--- config.mk ---
export PLATFORM = sky130hd
export DESIGN_NAME = seg_cursor_mux
export DESIGN_NICKNAME = d
export VERILOG_FILES = /design/src/rtl/seg_cursor_mux.sv
export SDC_FILE = /design/constraint.sdc
export NUM_CORES = 1
export LEC_CHECK = 0
export ABC_CLOCK_PERIOD_IN_PS = 4500
export CAP_MARGIN = 30
export CORE_ASPECT_RATIO = 1.25
export CORE_MARGIN = 3
export CORE_UTILIZATION = 45
export CTS_CLUSTER_SIZE = 24
export DETAILED_ROUTE_END_ITERATION = 12
export PLACE_DENSITY = 0.65
export REMOVE_ABC_BUFFERS = 1
export SLEW_MARGIN = 20
export SYNTH_ARGS = -nofsm -noshare
export SYNTH_HDL_FRONTEND = slang
export SYNTH_SLANG_ARGS = --single-unit
export TNS_END_PERCENT = 10
--- constraint.sdc ---
create_clock -name clk -period 4.5 [get_ports clk]
set_input_delay 1.125 -clock clk [delete_from_list [all_inputs] [get_ports clk]]
set_output_delay 1.125 -clock clk [all_outputs]
set_load 0.02 [all_outputs]
--- src/rtl/seg_cursor_mux.sv ---
// N-digit multiplexed 7-segment scanner with a button-driven editing cursor.
// Debounced button edges move the cursor and inc/dec the hex nibble under it.
module seg_cursor_mux #(
   parameter int DIGITS    = 4,
   parameter int SCAN_DIV  = 50000,
   parameter int BLINK_DIV = 12500000,
   parameter bit WRAP      = 1'b1
) (
   input  logic                        clk,
   input  logic                        rst_n,
   input  logic                        btn_left,
   input  logic                        btn_right,
   input  logic                        btn_home,
   input  logic                        btn_up,
   input  logic                        btn_down,
   input  logic                        edit_en,
   output logic [DIGITS-1:0]           sel_n,
   output logic [6:0]                  seg_n,
   output logic                        dp_n,
   output logic [$clog2(DIGITS)-1:0]   cursor,
   output logic [4*DIGITS-1:0]         values
);

   localparam int CW = $clog2(DIGITS);
   localparam int SW = $clog2(SCAN_DIV);
   localparam int BW = $clog2(BLINK_DIV);

   localparam logic [CW-1:0] LAST_IDX = CW'(DIGITS - 1);
   localparam logic [SW-1:0] SCAN_TC  = SW'(SCAN_DIV - 1);
   localparam logic [BW-1:0] BLINK_TC = BW'(BLINK_DIV - 1);

   localparam logic [2:0] CMD_NONE  = 3'd0;
   localparam logic [2:0] CMD_LEFT  = 3'd1;
   localparam logic [2:0] CMD_RIGHT = 3'd2;
   localparam logic [2:0] CMD_HOME  = 3'd3;
   localparam logic [2:0] CMD_UP    = 3'd4;
   localparam logic [2:0] CMD_DOWN  = 3'd5;

   logic [4:0]             btn_vec;
   logic [4:0]             prev_q;
   logic [4:0]             edges;
   logic [2:0]             cmd;
   logic [CW-1:0]          cursor_nxt;
   logic [4*DIGITS-1:0]    values_nxt;

   logic [CW-1:0]          scan_idx;
   logic [SW-1:0]          scan_cnt;
   logic [BW-1:0]          blink_cnt;
   logic                   blink_phase;

   logic [3:0]             scan_nib;
   logic                   at_cursor;
   logic [DIGITS-1:0]      sel_d;
   logic [6:0]             seg_d;
   logic                   dp_d;

   function automatic logic [6:0] hex_pattern(input logic [3:0] nib);
      logic [6:0] p;
      case (nib)
         4'h0:    p = 7'h3F;
         4'h1:    p = 7'h06;
         4'h2:    p = 7'h5B;
         4'h3:    p = 7'h4F;
         4'h4:    p = 7'h66;
         4'h5:    p = 7'h6D;
         4'h6:    p = 7'h7D;
         4'h7:    p = 7'h07;
         4'h8:    p = 7'h7F;
         4'h9:    p = 7'h6F;
         4'hA:    p = 7'h77;
         4'hB:    p = 7'h7C;
         4'hC:    p = 7'h39;
         4'hD:    p = 7'h5E;
         4'hE:    p = 7'h79;
         default: p = 7'h71;
      endcase
      return p;
   endfunction

   assign btn_vec = {btn_left, btn_right, btn_home, btn_up, btn_down};
   assign edges   = btn_vec & ~prev_q;

   // Only the highest-priority edge of a cycle survives; the rest are dropped, not queued.
   always_comb begin
      // NOTE: every always_comb output gets a default first so no path can infer a latch.
      cmd = CMD_NONE;
      if (edges[4])      cmd = CMD_LEFT;
      else if (edges[3]) cmd = CMD_RIGHT;
      else if (edges[2]) cmd = CMD_HOME;
      else if (edges[1]) cmd = CMD_UP;
      else if (edges[0]) cmd = CMD_DOWN;
   end

   always_comb begin
      cursor_nxt = cursor;
      values_nxt = values;
      case (cmd)
         CMD_LEFT: begin
            if (cursor == LAST_IDX) cursor_nxt = WRAP ? '0 : cursor;
            else                    cursor_nxt = cursor + 1'b1;
         end
         CMD_RIGHT: begin
            if (cursor == '0) cursor_nxt = WRAP ? LAST_IDX : cursor;
            else              cursor_nxt = cursor - 1'b1;
         end
         CMD_HOME: cursor_nxt = '0;
         CMD_UP, CMD_DOWN: begin
            for (int i = 0; i < DIGITS; i++) begin
               if (edit_en && CW'(i) == cursor) begin
                  values_nxt[4*i +: 4] = (cmd == CMD_UP) ? values[4*i +: 4] + 4'd1
                                                         : values[4*i +: 4] - 4'd1;
               end
            end
         end
         default: ;
      endcase
   end

   always_ff @(posedge clk) begin
      if (!rst_n) begin
         // NOTE: sequential state uses non-blocking assignments so every register samples pre-edge values.
         prev_q <= btn_vec;
         cursor <= '0;
         // NOTE: the nibble bank is flops, not RAM, and must read back zero after reset, so it is reset.
         values <= '0;
      end else begin
         prev_q <= btn_vec;
         cursor <= cursor_nxt;
         values <= values_nxt;
      end
   end

   always_ff @(posedge clk) begin
      if (!rst_n) begin
         scan_idx    <= '0;
         scan_cnt    <= '0;
         blink_cnt   <= '0;
         blink_phase <= 1'b0;
      end else begin
         if (scan_cnt == SCAN_TC) begin
            scan_cnt <= '0;
            scan_idx <= (scan_idx == LAST_IDX) ? '0 : scan_idx + 1'b1;
         end else begin
            scan_cnt <= scan_cnt + 1'b1;
         end
         if (blink_cnt == BLINK_TC) begin
            blink_cnt   <= '0;
            blink_phase <= ~blink_phase;
         end else begin
            blink_cnt <= blink_cnt + 1'b1;
         end
      end
   end

   always_comb begin
      scan_nib = 4'h0;
      for (int i = 0; i < DIGITS; i++) begin
         if (CW'(i) == scan_idx) scan_nib = values[4*i +: 4];
      end
   end

   // The cursor digit gets the decimal point and blanks during the blink-on half period.
   assign at_cursor = edit_en && (scan_idx == cursor);
   assign sel_d     = ~(DIGITS'(1) << scan_idx);
   assign seg_d     = (at_cursor && blink_phase) ? 7'h7F : ~hex_pattern(scan_nib);
   assign dp_d      = ~at_cursor;

   always_ff @(posedge clk) begin
      if (!rst_n) begin
         sel_n <= '1;
         seg_n <= '1;
         dp_n  <= 1'b1;
      end else begin
         sel_n <= sel_d;
         seg_n <= seg_d;
         dp_n  <= dp_d;
      end
   end

endmodule

==> impl_results.md, run 1 <==
* Outcome: completed
* Crit-path slowest cell: clkdlybuf4s50_1
* Layout cells sized above 1 at 0.0675
* Top post-synthesis cells by area: dfxtp_1 (40%), ha_1 (7.7%), xor2_1 (6.7%)
* Chip width at 89.5 um
* Total number of vias at 2914
* Area leader, netlist: dfxtp_1
* Antenna Cells at 0
* Worst slew pin tran at 0.741 ns
* Commonest cells post-synth: dfxtp_1 (78), nor2_1 (65), nand2_1 (34)
* Die ar. at 0.00987 mm2
* Setup TNS at 0 ns
* Min cycle time layout at 3.38 ns
* Cell with the most instances after synthesis: dfxtp_1
* First-pass GRT wire length at 12.9 mm
* Top FF cell, synth: dfxtp_1
* Worst R2R End: seg_n[1]
* Clock Power Share at 0.444
* Internal Power at 0.00120 W
* Reg2reg setup slack at 2.01 ns
* RD Place Congestion at 0.778
* Worst VDD drop at 193 uV
* Die Y at 110 um
* Largest net degree at the start of global routing at 24
* Total core area at 0.00833 mm2
* Final Power at 0.00154 W
* CP startpoint kind: primary input
* H-tree depth at 3
* Final wirelength at 7.45 mm
* Starting Density at 0.470
* R2r startpoint: scan_idx[0]
* IO Port Bufs at 37
* Gr usage total at 0.168
* R2R depth at 8
* GRT overflow at 0
* Clk root buf: clkbuf_8
* Post-cts repair resize count at 0
* Register area share after synthesis at 0.398
* Cell count after synthesis at 418
* Max Cap Viol at 0
* Final setup fails at 0
* Tightest Hold Check Type: flop to flop
* Dpl hpwl at 5.48 mm
* Critical path data required time at 4.74 ns
* Syn. warnings at 0
* Drt first pass iters at 6
* CP Launch Point: btn_up
* Critical path class: primary input to flop
* WP buf/inv at 2
* Slew HR at 0.506
* CP Depth at 10
* TritonCTS clock tree: built
* Via density at 5.24
* Area of the mapped netlist at 0.00392 mm2
* Num CTS Buffers at 9
* Clock-pin slew on the worst setup and hold paths at 0.08 ns
* Ports at 38
* Syn avg cell area at 9.38 um2
* FF+latch count, synth at 78
* End point of the critical path: values[11]
* Fillers at 770
* Fraction of registers with async set/reset at 0
* Peak Freq at 296 MHz
* Net Switching at 0.000348 W
* Sw Ratio at 0.225
* CP Cell Sequence: clkdlybuf4s50_1, nand2b_4, nor4_4, inv_1, ha_1, a21o_1, a21oi_1, xor2_1, nand2_1, mux2i_1
* Crit. End Element: flop
* Post-CTS setup buffer count at 0
* Hold_buf cts at 0
* Hold Slack at 0.451 ns
* Sequential power share at 0.469
* Worst Skew at 0.0112 ns
* Clk buf depth at 2
* Max incr delay on CP at 0.52 ns
* Layout area overhead at 17.2%
* Max-slew violations at 0
* CP arrival at 3.62 ns
* CP top delay family: buffers and inverters
* Final #Nets at 490
* Latest clock arrival within the worst-skew pair at 0.35 ns
* Final period utilization at 0.750
* Antenna Nets Post-Route at 0
* Vias in the first global route at 2844
* DR WL/cell at 13.4 um
* Initial DRC count at 107
* Distinct cells, synth at 53
* RSZ-0062 raised after global routing: no
* Top cell type's share of synthesized area at 0.398
* Logic pwr share at 0.087
* Hold Fails Final Rpt at 0
* Initial antenna violation count at 0
* DRC at 0
* Leak at 1.79 nW
* Rows at 37
* Clock sinks at 78
* PD cells at 336 mW/mm2
* Maximum fanout along the worst path at 12
* Post-synth EDFFs at 0
* Hold_sp: scan_cnt[0]
-- layer usage --
layer	vias to the layer above	global-route usage	wire length (um)
met5	-	0	0
met4	0	0.0734	168
met3	13	0.0335	281
met2	55	0.271	3470
met1	1361	0.216	3530
li1	1485	-	-
-- metrics by stage --
step                utilization  area [um2]  std cells  worst slack [ns]
global route              0.551        4590        556             0.877
finish                    0.551        4590        556              1.12
detailed placement        0.520        4330        540             0.731
CTS                       0.551        4590        556              1.12
floorplan                     -        3830        405              1.43
global placement          0.520        4330        540             0.815
-- how the worst min path moves through the flow --
stage,cells past startpoint,endpoint,slack (ns)
after floorplan,1,blink_cnt[0],0.42
after global placement,1,blink_cnt[0],0.43
after detailed placement,1,scan_cnt[0],0.44
after CTS,1,scan_cnt[0],0.45
after global routing,1,blink_cnt[0],0.48
final,1,scan_cnt[0],0.45
-- cell families (layout without fill, tap and decap cells) --
family,Yosys count,count (layout),synth area share
xor gates and xnor gates,51,51,0.114
AOI/OAI and AO/OA,37,37,0.0718
DFF,78,78,0.398
muxes,15,15,0.0383
adders and majority gates,28,28,0.0971
buffers and inverters,28,69,0.0364
and+or+nand+nor,181,181,0.244
-- power by group through the flow --
stage	sequential, W	combinational, W	clock (W)
5_1_grt	0.000726	0.000150	0.000731
3_5_place_dp	0.000740	0.000136	0
4_1_cts	0.000724	0.000136	0.000699
2_1_floorplan	0.000751	0.0000714	0
3_3_place_gp	0.000740	0.000133	0
6_report	0.000724	0.000135	0.000685
-- cells in the final DEF (no fill, tap or decap), drive strengths merged, types with 5 or more instances in the layout --
cell            n
a21oi          12
and3           13
clkbuf         10
clkdlybuf4s50  37
dfxtp          78
ha             24
inv            14
mux2i          15
nand2          34
nand2b         10
nand3          13
nand4          11
nor2           66
nor2b           6
nor3           10
o21ai           5
o221ai          5
xnor2          21
xor2           30
-- flip-flops by register name, summed over array words and instances (netlist names) --
name         flops
sel_n            4
dp_n             1
blink_cnt       24
blink_phase      1
cursor           2
prev_q           5
values          16
scan_cnt        16
seg_n            7
scan_idx         2
-- area by class of cell --
cell class	count	area, um2	share of cell area
Multi-Input combinational cell	312	2210	0.482
Inverter	15	56.3	0.0123
Timing Repair Buffer	38	378	0.0823
Clock buffer	10	128	0.0278
Clock inverter	6	134	0.0291
Tap cell	97	121	0.0264
Sequential cell	78	1560	0.340
Power figures use the tool's default switching activity.
==> run 2, diff against run 1 <==
Settings changed: ABC_CLOCK_PERIOD_IN_PS 4500 to 3400.
Clock period 4.5 ns to 3.4 ns, I/O delays scaled along.
==> impl_results.md, run 2 (synthesis results as in run 1) <==
* Final period utilization at 0.836
* Max Cap Viol at 0
* DRC at 0
* Fillers at 803
* Clock-pin slew on the worst setup and hold paths at 0.09 ns
* Chip width at 89.5 um
* Ports at 38
* Sw Ratio at 0.279
* Clock Power Share at 0.372
* RD Place Congestion at 0.795
* Total number of vias at 2929
* Utilization after layout at 0.544
* Sequential power share at 0.528
* Crit-path slowest cell: clkdlybuf4s50_1
* Max-slew violations at 0
* Maximum fanout along the worst path at 12
* Most frequent cells in the layout: dfxtp_1 (78), nor2_1 (65), clkdlybuf4s50_1 (37)
* CP arrival at 3.10 ns
* Post-CTS setup buffer count at 0
* Hold_buf cts at 0
* Max reg flops at 24
* CP startpoint kind: primary input
* Dpl hpwl at 5.37 mm
* Biggest register: blink_cnt
* IO Port Bufs at 37
* Vias in the first global route at 2829
* Via density at 5.25
* Die Y at 110 um
* H-tree depth at 3
* Num CTS Buffers at 9
* Starting Density at 0.470
* Setup TNS at 0 ns
* Clock sinks at 78
* Max incr delay on CP at 0.47 ns
* Post-cts repair resize count at 0
* Logic pwr share at 0.100
* Antenna Cells at 0
* WP buf/inv at 2
* Internal Power at 0.00130 W
* Worst Skew at 0.0161 ns
* Initial DRC count at 85
* Layout area overhead at 15.7%
* Final wirelength at 7.33 mm
* Reg2reg setup slack at 0.81 ns
* Min cycle time layout at 2.84 ns
* Hold Fails Final Rpt at 0
* PD cells at 399 mW/mm2
* Commonest non-fill, non-tap cell in the layout: dfxtp_1
* Peak Freq at 352 MHz
* Worst VDD drop at 215 uV
* First-pass GRT wire length at 12.7 mm
* CP top delay family: buffers and inverters
* Outcome: completed
* Rows at 37
* Hold Slack at 0.448 ns
* GRT overflow at 0
* Slew HR at 0.479
* TritonCTS clock tree: built
* Final setup fails at 0
* Crit. End Element: flop
* Initial antenna violation count at 0
* Final Power at 0.00181 W
* CP Cell Sequence: clkdlybuf4s50_1, nor2b_2, nor4_4, inv_1, ha_1, a21o_1, a21oi_1, xor2_1, nand2_1, mux2i_1
* DR WL/cell at 13.1 um
* Multi-input gate area at 0.00221 mm2
* Dpl cell area at 0.00435 mm2
* Top flop regs: blink_cnt: 24 flops, scan_cnt: 16 flops, values: 16 flops
* Critical path data required time at 3.66 ns
* Antenna Nets Post-Route at 0
* Latest clock arrival within the worst-skew pair at 0.37 ns
* Register area at 0.00156 mm2
* Total core area at 0.00833 mm2
* Critical path class: primary input to flop
* Largest net degree at the start of global routing at 24
* Leak at 1.76 nW
* Clk root buf: clkbuf_8
* RSZ-0062 raised after global routing: no
* Final #Nets at 492
* Die ar. at 0.00987 mm2
* Gr usage total at 0.166
* Clk buf depth at 2
* Net Switching at 0.000505 W
* Worst slew pin tran at 0.782 ns
* Drt first pass iters at 4
* Layout cells sized above 1 at 0.0738
* Tightest Hold Check Type: flop to flop
* Post-route cell area at 0.00453 mm2
-- run 2: changes by cell type in the layout (fill, tap and decap cells not counted) --
cell / before / now
clkinv_2: 1 / 0
buf_4: 1 / 3
bufinv_16: 4 / 0
clkinv_4: 1 / 0
inv_8: 0 / 2
clkinvlp_4: 0 / 2
inv_6: 0 / 3
clkbuf_1: 1 / 0
-- run 2: metrics by stage --
stage	cells	setup slack, ns
global placement	542	0.226
CTS	558	0.565
floorplan	405	0.610
finish	558	0.556
global route	558	0.373
detailed placement	542	0.169
-- run 2: layer usage --
| layer | vias to the layer above | share of wire | track usage |
|---|---|---|---|
| met5 | - | 0 | 0 |
| met4 | 0 | 0.025 | 0.0883 |
| met3 | 15 | 0.046 | 0.0409 |
| met2 | 57 | 0.46 | 0.262 |
| met1 | 1366 | 0.47 | 0.208 |
| li1 | 1491 | - | - |
-- run 2: final timing paths --
path / endpoint / cells past startpoint / from
max: values[3] / 10 / btn_left
min: blink_cnt[0] / 1 / blink_cnt[0]
max reg2reg: seg_n[1] / 8 / scan_idx[0]
min reg2reg: blink_cnt[0] / 1 / blink_cnt[0]
-- run 2: cell type report --
class | instances | share of cell area
Multi-Input combinational cell | 312 | 0.488
Sequential cell | 78 | 0.344
Timing Repair Buffer | 40 | 0.0866
Clock buffer | 9 | 0.0273
Tap cell | 97 | 0.0268
Clock inverter | 7 | 0.0141
Inverter | 15 | 0.0124
-- run 2: power groups by stage --
stage	sequential (W)	clock (W)	combinational [W]
2_1_floorplan	0.000994	0	0.0000945
3_3_place_gp	0.000978	0	0.000179
3_5_place_dp	0.000978	0	0.000182
4_1_cts	0.000956	0.000691	0.000182
5_1_grt	0.000960	0.000731	0.000201
6_report	0.000956	0.000673	0.000180
==> run 3, diff against run 2 <==
Settings changed: ABC_CLOCK_PERIOD_IN_PS 3400 to 2320, PLACE_DENSITY 0.65 to 0.68.
Clock period 3.4 ns to 2.32 ns, I/O delays scaled along.
==> impl_results.md, run 3 (synthesis results as in run 1) <==
* Initial antenna violation count at 0
* Rows at 37
* Min cycle time layout at 2.23 ns
* Ports at 38
* Fillers at 717
* Sequential power share at 0.506
* Final period utilization at 0.963
* Max Cap Viol at 0
* RD Place Congestion at 0.865
* Worst Skew at 0.0109 ns
* Post-Layout Cell Count at 577
* Chip width at 89.5 um
* Worst slew pin tran at 0.484 ns
* Gr usage total at 0.168
* Leak at 1.91 nW
* Die Y at 110 um
* Clock Power Share at 0.384
* TritonCTS clock tree: built
* DP Worst Slack at -0.514 ns
* Sw Ratio at 0.257
* CP Launch Point: btn_home
* Total core area at 0.00833 mm2
* GRT busiest layer: met2
* DR WL/cell at 13.4 um
* Clock-pin slew on the worst setup and hold paths at 0.08 ns
* Outcome: completed
* Final setup fails at 0
* Die ar. at 0.00987 mm2
* H-tree depth at 3
* PD cells at 571 mW/mm2
* Setup TNS at 0 ns
* Slew HR at 0.676
* Hold_sp: btn_left
* Vias in the first global route at 2994
* Critical path data required time at 2.57 ns
* Post-route cell area at 0.00486 mm2
* Critical path class: primary input to flop
* Max reg flops at 24
* Latest clock arrival within the worst-skew pair at 0.36 ns
* Met1 GRT Util at 0.199
* Max-slew violations at 0
* Final wirelength at 7.75 mm
* Num CTS Buffers at 9
* Top flop regs: blink_cnt: 24 flops, scan_cnt: 16 flops, values: 16 flops
* Clk root buf: clkbuf_8
* Dpl cell area at 0.00447 mm2
* Total number of vias at 2984
* Hold_buf cts at 0
* Dpl hpwl at 5.61 mm
* Internal Power at 0.00206 W
* Hold Fails Final Rpt at 0
* CP startpoint kind: primary input
* Antenna Cells at 0
* Layout area overhead at 24.0%
* M2 GR Usage at 0.286
* Worst setup margin at 0.0857 ns
* Met3 Resource Use GR at 0.0409
* Initial DRC count at 104
* GRT overflow at 0
* Drt first pass iters at 4
* Logic pwr share at 0.110
* R2r startpoint: scan_idx[1]
* Via density at 5.17
* First-pass GRT wire length at 13.0 mm
* Tightest Hold Check Type: primary input to flop
* Layout cells sized above 1 at 0.152
* Largest net degree at the start of global routing at 24
* Crit. End Element: flop
* Biggest register: blink_cnt
* IO Port Bufs at 37
* Peak Freq at 448 MHz
* Maximum fanout along the worst path at 8
* Worst VDD drop at 350 uV
* Post-Place Cells at 559
* Commonest non-fill, non-tap cell in the layout: dfxtp_1
* DRC at 0
* Hold Slack at 0.363 ns
* Final #Nets at 511
* Clock sinks at 78
* Most frequent cells in the layout: dfxtp_1 (76), nor2_1 (65), nand2_1 (34), clkdlybuf4s50_1 (34), xor2_1 (30)
* Antenna Nets Post-Route at 0
* CP arrival at 2.49 ns
* Net Switching at 0.000714 W
* Starting Density at 0.470
* Clk buf depth at 2
[run 3: timing repair]
action,CTS,global route
resized for setup,10,17
pin swaps,1,7
setup buffers,1,1
endpoints found under the setup margin,8,14
[run 3: area by class of cell]
type	count	area, um2	share of cell area
inverters	15	70.1	0.0144
multi-input cells	312	2350	0.485
clock inverters	6	68.8	0.0142
clock buffers	10	138	0.0283
well taps	97	121	0.0250
flip-flops and latches	78	1560	0.322
repair buffers	59	543	0.112
[run 3: worst max-delay path: stages]
cell and delay, ns:
clkdlybuf4s50_1 0.42, nor2b_2 0.18, nor4_4 0.17, bufinv_8 0.26
ha_4 0.20, a21o_1 0.18, a21oi_2 0.14, xor2_1 0.15
nand2_1 0.08, mux2i_1 0.13
[run 3: routing by layer]
metal  up-vias  routed length, um
li1       1527                  -
met1      1400               3550
met2        46               3760
met3        11                282
met4         0                149
met5         -                  0
[run 3: path summary, 6_finish.rpt]
check	endpoint	slack, ns	cells past startpoint
max	values[11]	0.09	10
min reg2reg	blink_cnt[0]	0.46	1
min	prev_q[4]	0.36	1
max reg2reg	seg_n[3]	0.19	9
[run 3: power by group through the flow]
stage	clock, W	combinational, W	sequential (W)
6_report	0.00106	0.000307	0.00140
5_1_grt	0.00114	0.000341	0.00141
4_1_cts	0.00109	0.000299	0.00140
3_5_place_dp	0	0.000289	0.00143
3_3_place_gp	0	0.000282	0.00143
2_1_floorplan	0	0.000138	0.00146
[run 3: per-stage QoR]
step	power, W	utilization
4_1_cts	0.00280	0.569
6_report	0.00277	0.583
3_5_place_dp	0.00172	0.537
5_1_grt	0.00289	0.583
3_3_place_gp	0.00171	0.537
2_1_floorplan	0.00160	-
